### src/rtl/factor_digit_sequencer.sv
// Seven-segment display sequencer: buffers prime factors in a small FIFO and shows each
// one as two hex digits, followed by a blank gap, or by a dash after the last factor.
module factor_digit_sequencer #(
    parameter int MAX_COUNT  = 10_000_000,
    parameter int FIFO_DEPTH = 4
) (
    input  logic       clk,
    input  logic       rst,
    input  logic       in_valid,
    input  logic [7:0] in_factor,
    input  logic       in_last,
    output logic       in_ready,
    output logic [6:0] segments,
    output logic       dp,
    output logic       busy,
    output logic       done
);

    localparam int CW  = $clog2(MAX_COUNT + 1);
    localparam int PW  = $clog2(FIFO_DEPTH);
    localparam int FCW = $clog2(FIFO_DEPTH + 1);
    localparam logic [CW-1:0]  CNT_LAST   = CW'(MAX_COUNT - 1);
    localparam logic [FCW-1:0] FULL_COUNT = FCW'(FIFO_DEPTH);

    typedef enum logic [2:0] {
        ST_IDLE = 3'd0,
        ST_HI   = 3'd1,
        ST_LO   = 3'd2,
        ST_GAP  = 3'd3,
        ST_DASH = 3'd4
    } state_t;

    function automatic logic [6:0] hex_glyph(input logic [3:0] nib);
        logic [6:0] g;
        case (nib)
            4'h0: g = 7'h3F;
            4'h1: g = 7'h06;
            4'h2: g = 7'h5B;
            4'h3: g = 7'h4F;
            4'h4: g = 7'h66;
            4'h5: g = 7'h6D;
            4'h6: g = 7'h7D;
            4'h7: g = 7'h07;
            4'h8: g = 7'h7F;
            4'h9: g = 7'h6F;
            4'hA: g = 7'h77;
            4'hB: g = 7'h7C;
            4'hC: g = 7'h39;
            4'hD: g = 7'h5E;
            4'hE: g = 7'h79;
            4'hF: g = 7'h71;
            default: g = 7'h00;
        endcase
        return g;
    endfunction

    state_t          state_r, next_state_s;
    logic [CW-1:0]   cnt_r;
    logic            phase_end_s;
    logic [8:0]      fifo_mem_r [FIFO_DEPTH];
    logic [PW-1:0]   wr_ptr_r, rd_ptr_r;
    logic [FCW-1:0]  count_r;
    logic [8:0]      head_s;
    logic [8:0]      disp_r;
    logic            push_s, pop_s, nonempty_s;
    logic [6:0]      seg_next_s, seg_r;
    logic            dp_next_s, dp_r, done_next_s, done_r;

    // Acceptance looks only at the registered count, so a same-cycle pop never frees a slot.
    assign in_ready    = (count_r != FULL_COUNT);
    assign nonempty_s  = (count_r != {FCW{1'b0}});
    assign push_s      = in_valid && in_ready;
    assign head_s      = fifo_mem_r[rd_ptr_r];
    assign phase_end_s = (cnt_r == CNT_LAST);
    assign busy        = (state_r != ST_IDLE) || nonempty_s;
    assign segments    = seg_r;
    assign dp          = dp_r;
    assign done        = done_r;

    // FIFO storage write; stale entries are harmless because pointers define occupancy.
    always_ff @(posedge clk) begin
        if (push_s && !rst) begin
            fifo_mem_r[wr_ptr_r] <= {in_last, in_factor};
        end
    end

    // FIFO pointers and occupancy count.
    always_ff @(posedge clk) begin
        if (rst) begin
            wr_ptr_r <= {PW{1'b0}};
            rd_ptr_r <= {PW{1'b0}};
            count_r  <= {FCW{1'b0}};
        end else begin
            if (push_s) wr_ptr_r <= wr_ptr_r + PW'(1);
            if (pop_s)  rd_ptr_r <= rd_ptr_r + PW'(1);
            case ({push_s, pop_s})
                2'b10:   count_r <= count_r + FCW'(1);
                2'b01:   count_r <= count_r - FCW'(1);
                default: count_r <= count_r;
            endcase
        end
    end

    // State register, phase counter and display latch.
    always_ff @(posedge clk) begin
        if (rst) begin
            state_r <= ST_IDLE;
            cnt_r   <= {CW{1'b0}};
            disp_r  <= 9'd0;
        end else begin
            state_r <= next_state_s;
            if (next_state_s != state_r) cnt_r <= {CW{1'b0}};
            else if (!phase_end_s)        cnt_r <= cnt_r + CW'(1);
            else                          cnt_r <= cnt_r;
            if (pop_s) disp_r <= head_s;
        end
    end

    // Next-state logic; GAP and DASH share the same exit behaviour.
    always_comb begin
        next_state_s = state_r;
        pop_s        = 1'b0;
        case (state_r)
            ST_IDLE: begin
                if (nonempty_s) begin
                    pop_s        = 1'b1;
                    next_state_s = ST_HI;
                end else begin
                    next_state_s = ST_IDLE;
                end
            end
            ST_HI: begin
                if (phase_end_s) next_state_s = ST_LO;
                else             next_state_s = ST_HI;
            end
            ST_LO: begin
                if (phase_end_s) next_state_s = disp_r[8] ? ST_DASH : ST_GAP;
                else             next_state_s = ST_LO;
            end
            ST_GAP, ST_DASH: begin
                if (phase_end_s && nonempty_s) begin
                    pop_s        = 1'b1;
                    next_state_s = ST_HI;
                end else if (phase_end_s) begin
                    next_state_s = ST_IDLE;
                end else begin
                    next_state_s = state_r;
                end
            end
            default: next_state_s = ST_IDLE;
        endcase
    end

    // Output decode from the next state so the registered outputs line up with the state.
    always_comb begin
        seg_next_s  = 7'h00;
        dp_next_s   = 1'b0;
        done_next_s = (state_r == ST_DASH) && phase_end_s;
        case (next_state_s)
            ST_IDLE: begin
                seg_next_s = 7'h00;
                dp_next_s  = 1'b0;
            end
            ST_HI: begin
                seg_next_s = hex_glyph(pop_s ? head_s[7:4] : disp_r[7:4]);
                dp_next_s  = 1'b1;
            end
            ST_LO:   seg_next_s = hex_glyph(disp_r[3:0]);
            ST_GAP:  seg_next_s = 7'h00;
            ST_DASH: seg_next_s = 7'h40;
            default: seg_next_s = 7'h00;
        endcase
    end

    // Registered display outputs.
    always_ff @(posedge clk) begin
        if (rst) begin
            seg_r  <= 7'h00;
            dp_r   <= 1'b0;
            done_r <= 1'b0;
        end else begin
            seg_r  <= seg_next_s;
            dp_r   <= dp_next_s;
            done_r <= done_next_s;
        end
    end

endmodule

### config.mk
export PLATFORM = sky130hd
export DESIGN_NAME = factor_digit_sequencer
export DESIGN_NICKNAME = d
export VERILOG_FILES = /design/src/rtl/factor_digit_sequencer.sv
export SDC_FILE = /design/constraint.sdc
export NUM_CORES = 1
export LEC_CHECK = 0
export BUFFER_PORTS_ARGS = -buffer_cell sky130_fd_sc_hd__buf_2
export CAP_MARGIN = 10
export CORE_ASPECT_RATIO = 0.5
export CORE_MARGIN = 2
export CORE_UTILIZATION = 40
export CTS_CLUSTER_DIAMETER = 30
export DETAILED_ROUTE_END_ITERATION = 10
export SLEW_MARGIN = 20
export SYNTH_ARGS = -nofsm -noshare
export SYNTH_HDL_FRONTEND = slang
export SYNTH_SLANG_ARGS = --single-unit
### constraint.sdc
create_clock -name clk -period 5.6 [get_ports clk]
set_clock_uncertainty 0.1 [all_clocks]
set_input_delay 0.28 -clock clk [delete_from_list [all_inputs] [get_ports clk]]
set_output_delay 0.28 -clock clk [all_outputs]
set_load 0.02 [all_outputs]
==> impl_metrics.tcl, run 1 <==
set metrics [dict create \
    status "finished clean" \
    synthArstFlopShare 0 \
    coreArea_um2 11800 \
    gr-total-overflow 0 \
    ys_seq_area_frac 0.478 \
    vias 3302 \
    slew_violations 0 \
    vdd_ir_drop_max_mv 0.186 \
    timing.fmax_mhz 277 \
    min_period_over_period 0.645 \
    layout_min_cycle_time_ps 3610 \
    fin_setup_tns_ps 0 \
    grt_first_pass_wirelength_mm 16.0 \
    crit_required_ps 5740 \
    clk_latency_ps 350 \
    p_per_area_nw_per_um2 476 \
    ys_ff_latch 97 \
    syn-num-nets 490 \
    die_w_um 159 \
    grt_usage 0.157 \
    first_global_vias 3188 \
    synth_edf_count 36 \
    synth_top_area_frac 0.253 \
    min_from "in_last" \
    numCtsBuffers 9 \
    finalHoldViolations 0 \
    grt_max_degree 25 \
    die-area_um2 13000 \
    initial_core_util 0.409 \
    worstSetupPathType "flip-flop to flip-flop" \
    cts.repair.resized 0 \
    cts_tree "built" \
    total_power_mw 2.56 \
    diodes 0 \
    setup_viol_count_final 0 \
    drtIter0Drc 228 \
    syn_to_final_growth_pct 11.4 \
    drive_gt1_frac 0.142 \
    vias_per_cell 5.13 \
    setup.worst_path.start_class "flip-flop" \
    die_h_um 81.6 \
    clockRootBuffer "clkbuf_16" \
    cts-hold-fix-buffers 0 \
    synth_ff_type "dfxtp_1" \
    dp_hpwl_mm 6.71 \
    crit_arrival_ps 3760 \
    final_antenna_net_count 0 \
    first_pass_iters 5 \
    synth.top_cells.by_area "dfxtp_1, edfxtp_1, ha_1" \
    numClockSinks 97 \
    worst_pin_slew_ps 788 \
    worstSetupEndpointType "flip-flop" \
    io_buffers 22 \
    hp-class "input port to flip-flop" \
    drc 0 \
    htree_levels 3 \
    cts_setup_buffers 0 \
    ys_warn_count 0 \
    fillCellCount 1144 \
    clk_pin_slew_ps 70 \
    p_leak_nw 1.96 \
    crit_fanout 15 \
    clockBufferDepth 2 \
    nets 505 \
    placed_cell_area_um2 5050 \
    wl_per_cell_um 15.0 \
    crit-reg2reg-launch "cnt_r[0]" \
    critical_path.startpoint "cnt_r[0]" \
    antenna_found_initial 0 \
    synth.avg_cell_area_um2 10.5 \
    synth_cell_types 73 \
    relSlewSlack 0.470 \
    drv_cap 0 \
    synth_area_leader_cell "dfxtp_1" \
    io_pins 23 \
    fin_area_um2 5370 \
    synthCells 459 \
    wirelength_mm 9.66 \
    grt_setup_unrepaired "no" \
    gp_congestion 0.886 \
    rows 28 \
    syn_area_um2 4820 \
]
[registers in the layout (all words and copies together) (netlist names), named ones only]
name	count
fifo_mem_r	36
cnt_r	24
disp_r	9
segments	7
count_r	3
state_r	3
rd_ptr_r	2
wr_ptr_r	2
done	1
dp	1
[Yosys cell counts (3+ instances only)]
cell type	n
a211oi_1	3
a21oi_1	19
a2bb2oi_1	3
a31oi_1	4
and2_1	8
and3_1	5
buf_2	6
buf_4	3
clkbuf_1	9
dfxtp_1	61
edfxtp_1	36
ha_1	18
inv_1	18
mux2_2	3
mux2i_1	12
mux4_2	9
nand2_1	43
nand2b_1	6
nand3_1	9
nand4_1	13
nor2_1	59
nor3_1	10
nor4_1	5
o21ai_0	9
o221ai_1	3
or3_1	4
xnor2_1	11
xor2_1	17
[layer usage]
metal | track usage | vias to the layer above | part of all wire
met1 | 0.205 | 1556 | 0.51
li1 | - | 1670 | -
met3 | 0.0449 | 10 | 0.036
met5 | 0 | - | 0
met2 | 0.258 | 66 | 0.44
met4 | 0.0500 | 0 | 0.012
[path summary, 6_finish.rpt]
check,depth (start not counted),to,slack (ps)
hold / removal,1,fifo_mem_r[2][8],40
setup reg to reg,11,segments[3],1990
setup / recovery,11,segments[3],1990
hold reg to reg,2,segments[0],350
[power breakdown]
group          switching, mW  leakage [nW]  internal (mW)
Combinational          0.556         0.978          0.408
Sequential            0.0931         0.824          0.839
Clock                  0.289         0.158          0.370
Total                  0.938          1.96           1.62
[cell families (layout without fill, tap and decap cells)]
family / Yosys count / after routing / share of synthesized area
xor gates and xnor gates: 28 / 28 / 0.0509
muxes: 28 / 28 / 0.0851
AOI/OAI and AO/OA: 62 / 62 / 0.0950
buffers and inverters: 38 / 58 / 0.0350
adders and majority gates: 19 / 19 / 0.0509
DFF: 97 / 97 / 0.478
and+or+nand+nor: 187 / 187 / 0.205
[worst max-delay path, cell delays in order, from the launching register on]
cell and delay (ps):
dfxtp_1 340, ha_1 260, and4_1 240, nand3_2 190, o21ai_4 100, a32oi_4 590
inv_2 280, mux2i_1 440, ha_1 330, o21ai_0 70, or3b_1 350, a31o_1 200
[cell usage in the layout, fill, tap and decap left out, types with 2 or more instances in the layout]
cell        n
dfxtp_1    61
nor2_1     59
nand2_1    43
edfxtp_1   36
buf_2      22
a21oi_1    19
inv_1      18
ha_1       18
xor2_1     17
nand4_1    13
mux2i_1    12
xnor2_1    11
nor3_1     10
mux4_2      9
nand3_1     9
o21ai_0     9
clkbuf_16   9
and2_1      8
nand2b_1    6
nor4_1      5
and3_1      5
or3_1       4
a31oi_1     4
mux2_2      3
a2bb2oi_1   3
o221ai_1    3
a211oi_1    3
and4_1      2
mux2i_2     2
or2_1       2
nor4b_1     2
o2bb2ai_1   2
nor2b_1     2
a32o_1      2
o21a_1      2
inv_6       2
[metrics by stage]
| stage | cells | setup slack (ps) | util | hold slack [ps] |
|---|---|---|---|---|
| after global placement | 628 | 2120 | 0.429 | 331 |
| after floorplan | 459 | 2530 | - | 279 |
| after CTS | 644 | 2020 | 0.456 | 35.1 |
| after detailed placement | 628 | 2050 | 0.429 | 338 |
| final | 644 | 1990 | 0.456 | 41.8 |
| after global routing | 644 | 1720 | 0.456 | 36.2 |
[final cells by class]
cell class,count,area [um2],share of cell area
sequential,97,2300,0.429
inverter,19,71.3,0.0133
timing repair buffer,23,118,0.0219
clock inverter,6,83.8,0.0156
clock buffer,10,239,0.0445
multi-input combinational,324,2350,0.437
tap,165,206,0.0385
(Power assumes the default switching activity.)
==> inputs of run 2 (changes only) <==
--- a/config.mk
+++ b/config.mk
@@ -5,6 +5,7 @@
 export SDC_FILE = /design/constraint.sdc
 export NUM_CORES = 1
 export LEC_CHECK = 0
+export ABC_AREA = 1
 export BUFFER_PORTS_ARGS = -buffer_cell sky130_fd_sc_hd__buf_2
 export CAP_MARGIN = 10
 export CORE_ASPECT_RATIO = 0.5
==> constraint.sdc (replaced) <==
create_clock -name clk -period 3.1 [get_ports clk]
set_clock_uncertainty 0.1 [all_clocks]
set_input_delay 0.155 -clock clk [delete_from_list [all_inputs] [get_ports clk]]
set_output_delay 0.155 -clock clk [all_outputs]
set_load 0.02 [all_outputs]
==> run 2 against run 1 <==
  * Sequential cell count did not move
  * Global-route usage rose by 0.12 points
  * Synthesized cell count rose by 24%
  * Final cell count rose by 20%
  * Die area fell by 2.1%
  * Utilization rose by 2.3 points
  * Critical endpoint is now count_r[2]
==> impl_metrics.tcl, run 2 <==
set metrics [dict create \
    wirelength_mm 9.30 \
    grt_setup_unrepaired "no" \
    synth_cell_types 39 \
    ys_ff_latch 97 \
    holdPathStages 3 \
    syn-num-nets 600 \
    setup_viol_count_final 0 \
    clk_latency_ps 340 \
    ys_seq_area_frac 0.488 \
    htree_levels 3 \
    p_per_area_nw_per_um2 870 \
    initial_core_util 0.419 \
    gp_congestion 0.853 \
    synth.avg_cell_area_um2 8.29 \
    worst_pin_slew_ps 481 \
    status "finished clean" \
    synth.top_cells.by_area "dfxtp_1, edfxtp_1, nand2_1" \
    cts_tree "built" \
    numCtsBuffers 9 \
    slew_violations 0 \
    drtIter0Drc 180 \
    clockRootBuffer "clkbuf_16" \
    reg_top3 "fifo_mem_r x36, cnt_r x24, disp_r x9" \
    crit-reg2reg-launch "cnt_r[0]" \
    syn_area_um2 4720 \
    finalWorstSetupSlack_ps 387 \
    finalHoldViolations 0 \
    reg2reg_depth 14 \
    pre_cts_ws_ps 390 \
    worstSetupEndpointType "flip-flop" \
    grtUsageMet2 0.261 \
    syn_to_final_growth_pct 14.2 \
    critical_path.startpoint "cnt_r[0]" \
    numClockSinks 97 \
    io_buffers 22 \
    grt_usage 0.159 \
    r2r_slack_ps 390 \
    drc 0 \
    cts_setup_buffers 0 \
    fillCellCount 1100 \
    synth_edf_count 36 \
    synth_area_leader_cell "dfxtp_1" \
    gr-total-overflow 0 \
    vias_per_cell 4.67 \
    die_h_um 80.8 \
    diodes 0 \
    synth_ff_type "dfxtp_1" \
    synthArstFlopShare 0 \
    utilization 0.479 \
    synthCells 569 \
    top_usage_layer "met2" \
    rows 27 \
    die_w_um 158 \
    io_pins 23 \
    vdd_ir_drop_max_mv 0.405 \
    seq_area_um2 2300 \
    hold_path_end "wr_ptr_r[1]" \
    drv_cap 0 \
    worstSetupPathType "flip-flop to flip-flop" \
    drive_gt1_frac 0.132 \
    ys_warn_count 0 \
    cts.repair.resized 0 \
    timing.fmax_mhz 369 \
    fin_setup_tns_ps 0 \
    layout_min_cycle_time_ps 2710 \
    crit_required_ps 3230 \
    cts-hold-fix-buffers 9 \
    final_antenna_net_count 0 \
    vias 3606 \
    die-area_um2 12700 \
    use_met1 0.210 \
    synth_top_area_frac 0.259 \
    p_leak_nw 2.15 \
    coreArea_um2 11200 \
    synth_commonest_cells "nand2_1, nor2_1, inv_1" \
    layout_common_cells "nand2_1, nor2_1, inv_1" \
    first_pass_iters 4 \
    dp_hpwl_mm 6.49 \
    first_global_vias 3392 \
    crit_fanout 18 \
    crit_arrival_ps 2850 \
    min_period_over_period 0.875 \
    min_from "in_valid" \
    hp-class "input port to flip-flop" \
    largest_register_ffs 36 \
    setup.worst_path.start_class "flip-flop" \
    wl_per_cell_um 12.0 \
    antenna_found_initial 0 \
    reg2reg_to "count_r[2]" \
    clk_pin_slew_ps 70 \
    multi_input_area_um2 2050 \
    regMostFlops "fifo_mem_r" \
    grt_max_degree 25 \
    grt_first_pass_wirelength_mm 15.8 \
    relSlewSlack 0.679 \
    nets 639 \
    clockBufferDepth 2 \
    use_met3 0.0400 \
]
## run 2: worst max-delay path by stage
stage                  to  slack [ps]  cells after the start
6_report       count_r[2]         390                     14
5_1_grt        count_r[2]          20                     14
4_1_cts        count_r[2]         380                     14
3_5_place_dp   count_r[2]         390                     14
3_3_place_gp   count_r[2]         420                     14
2_1_floorplan  count_r[2]         580                     15
## run 2: area by class of cell
| type | instances | area share |
|---|---|---|
| Timing Repair Buffer | 39 | 0.0483 |
| Multi-Input combinational cell | 383 | 0.380 |
| Sequential cell | 97 | 0.427 |
| Inverter | 78 | 0.0553 |
| Tap cell | 159 | 0.0369 |
| Clock inverter | 6 | 0.00975 |
| Clock buffer | 10 | 0.0425 |
## run 2: critical path: stages, from the launching register on
cell and delay [ps]:
dfxtp_1 370, ha_1 190, nand3_1 180, inv_1 120, nand2_1 90, nor2_4 130
nand3_4 130, nand2_4 210, ha_1 190, inv_1 70, fa_1 380, a21oi_1 140
o21ai_0 100, o21ai_0 160, a21oi_1 50
## run 2: power by group
| group | leakage, nW | switching [mW] | internal, mW |
|---|---|---|---|
| clock network | 0.132 | 0.500 | 0.557 |
| registers | 0.826 | 0.0708 | 1.53 |
| logic | 1.20 | 1.36 | 0.661 |
| total | 2.15 | 1.93 | 2.75 |
## run 2: cells by family after synthesis
kind of cell	after synthesis	share of synthesized area
flops	97	0.488
xor+xnor	22	0.0409
fa+ha+maj	19	0.0520
buf+inv	89	0.0777
simple gates	271	0.259
compound gates	71	0.0817
## run 2: per-layer routing
layer	vias up	wire, um
met1	1624	4810
met5	-	0
met3	13	312
li1	1917	-
met2	52	4070
met4	0	110
## run 2: through the flow
step                      instance area (um2)  total power, mW  cells  hold WS [ps]
after floorplan                          4720             3.22    569           154
after global placement                   5020             3.66    747           272
after detailed placement                 5020             3.66    747           274
after CTS                                5390             4.73    772          82.2
after global routing                     5390             5.08    772           123
final                                    5390             4.69    772          96.2
==> inputs of run 3 (changes only) <==
--- a/config.mk
+++ b/config.mk
@@ -13,6 +13,8 @@
 export CORE_UTILIZATION = 40
 export CTS_CLUSTER_DIAMETER = 30
 export DETAILED_ROUTE_END_ITERATION = 10
+export HOLD_SLACK_MARGIN = 0.08
+export PLACE_DENSITY = 0.7
 export SLEW_MARGIN = 20
 export SYNTH_ARGS = -nofsm -noshare
 export SYNTH_HDL_FRONTEND = slang
==> run 3 against run 2 <==
  * Via count is 1.9% higher
  * Cell area grew 0.93%
  * Largest power group unchanged
  * Critical path depth is the same
==> impl_metrics.tcl, run 3 (synthesized netlist as in run 2, its figures left out) <==
set metrics [dict create \
    status "finished clean" \
    vdd_ir_drop_max_mv 0.471 \
    antenna_found_initial 0 \
    r2r_slack_ps 380 \
    first_pass_iters 5 \
    setup_viol_count_final 0 \
    diodes 0 \
    clk_latency_ps 350 \
    finalHoldViolations 0 \
    wl_per_cell_um 11.9 \
    gr-total-overflow 0 \
    worstSetupEndpointType "flip-flop" \
    worst_pin_slew_ps 449 \
    htree_levels 3 \
    cts.repair.resized 0 \
    initial_core_util 0.419 \
    holdPathStages 2 \
    grt_first_pass_wirelength_mm 15.7 \
    reg2reg_to "count_r[2]" \
    vias_per_cell 4.75 \
    io_buffers 22 \
    hold_path_end "segments[0]" \
    grt_usage 0.159 \
    numClockSinks 97 \
    placed_cell_area_um2 5020 \
    reg_top3 "fifo_mem_r x36, cnt_r x24, disp_r x9" \
    clockBufferDepth 2 \
    grt_max_degree 25 \
    path_buf_inv 2 \
    drtIter0Drc 184 \
    rows 27 \
    die-area_um2 12700 \
    largest_register_ffs 36 \
    cp.depth 14 \
    fin_area_um2 5440 \
    hp-class "flip-flop to flip-flop" \
    cts-hold-fix-buffers 11 \
    vias 3676 \
    crit_arrival_ps 2860 \
    dp_hpwl_mm 6.52 \
    path_cells "ha_1, nand3_1, inv_1, nand2_1, nor2_4, nand3_4, nand2_4, ha_1, inv_1, fa_1, a21oi_1, o21ai_0, o21ai_0, a21oi_1" \
    crit_required_ps 3240 \
    coreArea_um2 11200 \
    p_leak_nw 2.18 \
    total_power_mw 4.81 \
    relSlewSlack 0.700 \
    p_per_area_nw_per_um2 885 \
    fin_setup_tns_ps 0 \
    reg2reg_depth 14 \
    worstSetupPathType "flip-flop to flip-flop" \
    crit_family "adder cells" \
    drv_cap 0 \
    regMostFlops "fifo_mem_r" \
    layout_common_cells "nand2_1, nor2_1, inv_1" \
    syn_to_final_growth_pct 15.3 \
    drc 0 \
    slew_violations 0 \
    clockRootBuffer "clkbuf_16" \
    max_stage_delay_ps 380 \
    crit_fanout 18 \
    nets 641 \
    clk_pin_slew_ps 70 \
    die_h_um 80.8 \
    slowest_stage "fa_1" \
    crit-reg2reg-launch "cnt_r[0]" \
    cts_tree "built" \
    wirelength_mm 9.18 \
    die_w_um 158 \
    timing.fmax_mhz 367 \
    grt_setup_unrepaired "no" \
    layout_min_cycle_time_ps 2720 \
    gp_congestion 0.879 \
    first_global_vias 3416 \
    drive_gt1_frac 0.130 \
    min_period_over_period 0.878 \
    setup.worst_path.start_class "flip-flop" \
    cts_setup_buffers 0 \
    final_antenna_net_count 0 \
    numCtsBuffers 9 \
    io_pins 23 \
]
run 3: per-stage QoR:
stage	hold WS, ps	util	cells	worst slack, ps
floorplan	154	-	569	576
global placement	270	0.446	747	436
detailed placement	274	0.446	747	355
CTS	350	0.483	774	354
global route	379	0.483	774	11.1
finish	351	0.483	774	378
run 3: routing by layer:
| metal | track usage | share of wire | wire length [um] | vias to the layer above |
|---|---|---|---|---|
| met5 | 0 | 0 | 0 | - |
| met4 | 0.0527 | 0.012 | 107 | 0 |
| met1 | 0.198 | 0.48 | 4400 | 1678 |
| met3 | 0.0470 | 0.040 | 371 | 8 |
| met2 | 0.267 | 0.47 | 4300 | 74 |
| li1 | - | - | - | 1916 |
run 3: layout make-up:
type | count | area [um2]
fill | 1065 | 5810
sequential | 97 | 2300
multi-input combinational | 383 | 2050
inverter | 78 | 298
timing repair buffer | 41 | 280
clock buffer | 11 | 233
tap | 159 | 199
clock inverter | 5 | 78.8
run 3: where the power goes:
group	switching, mW	internal, mW	total (mW)
combinational	1.36	0.670	2.03
sequential	0.0851	1.54	1.62
clock	0.457	0.706	1.16
run 3: worst max path at each step:
stage / start / end / slack (ps)
2_1_floorplan: cnt_r[0] / count_r[2] / 580
3_3_place_gp: cnt_r[0] / count_r[2] / 440
3_5_place_dp: cnt_r[0] / count_r[2] / 360
4_1_cts: cnt_r[0] / count_r[2] / 350
5_1_grt: cnt_r[0] / count_r[2] / 10
6_report: cnt_r[0] / count_r[2] / 380
run 3: tightest hold or removal path, cell delays in order (launching register included):
cell and delay, ps:
dfxtp_1 290, nand2_1 50, a21oi_1 60
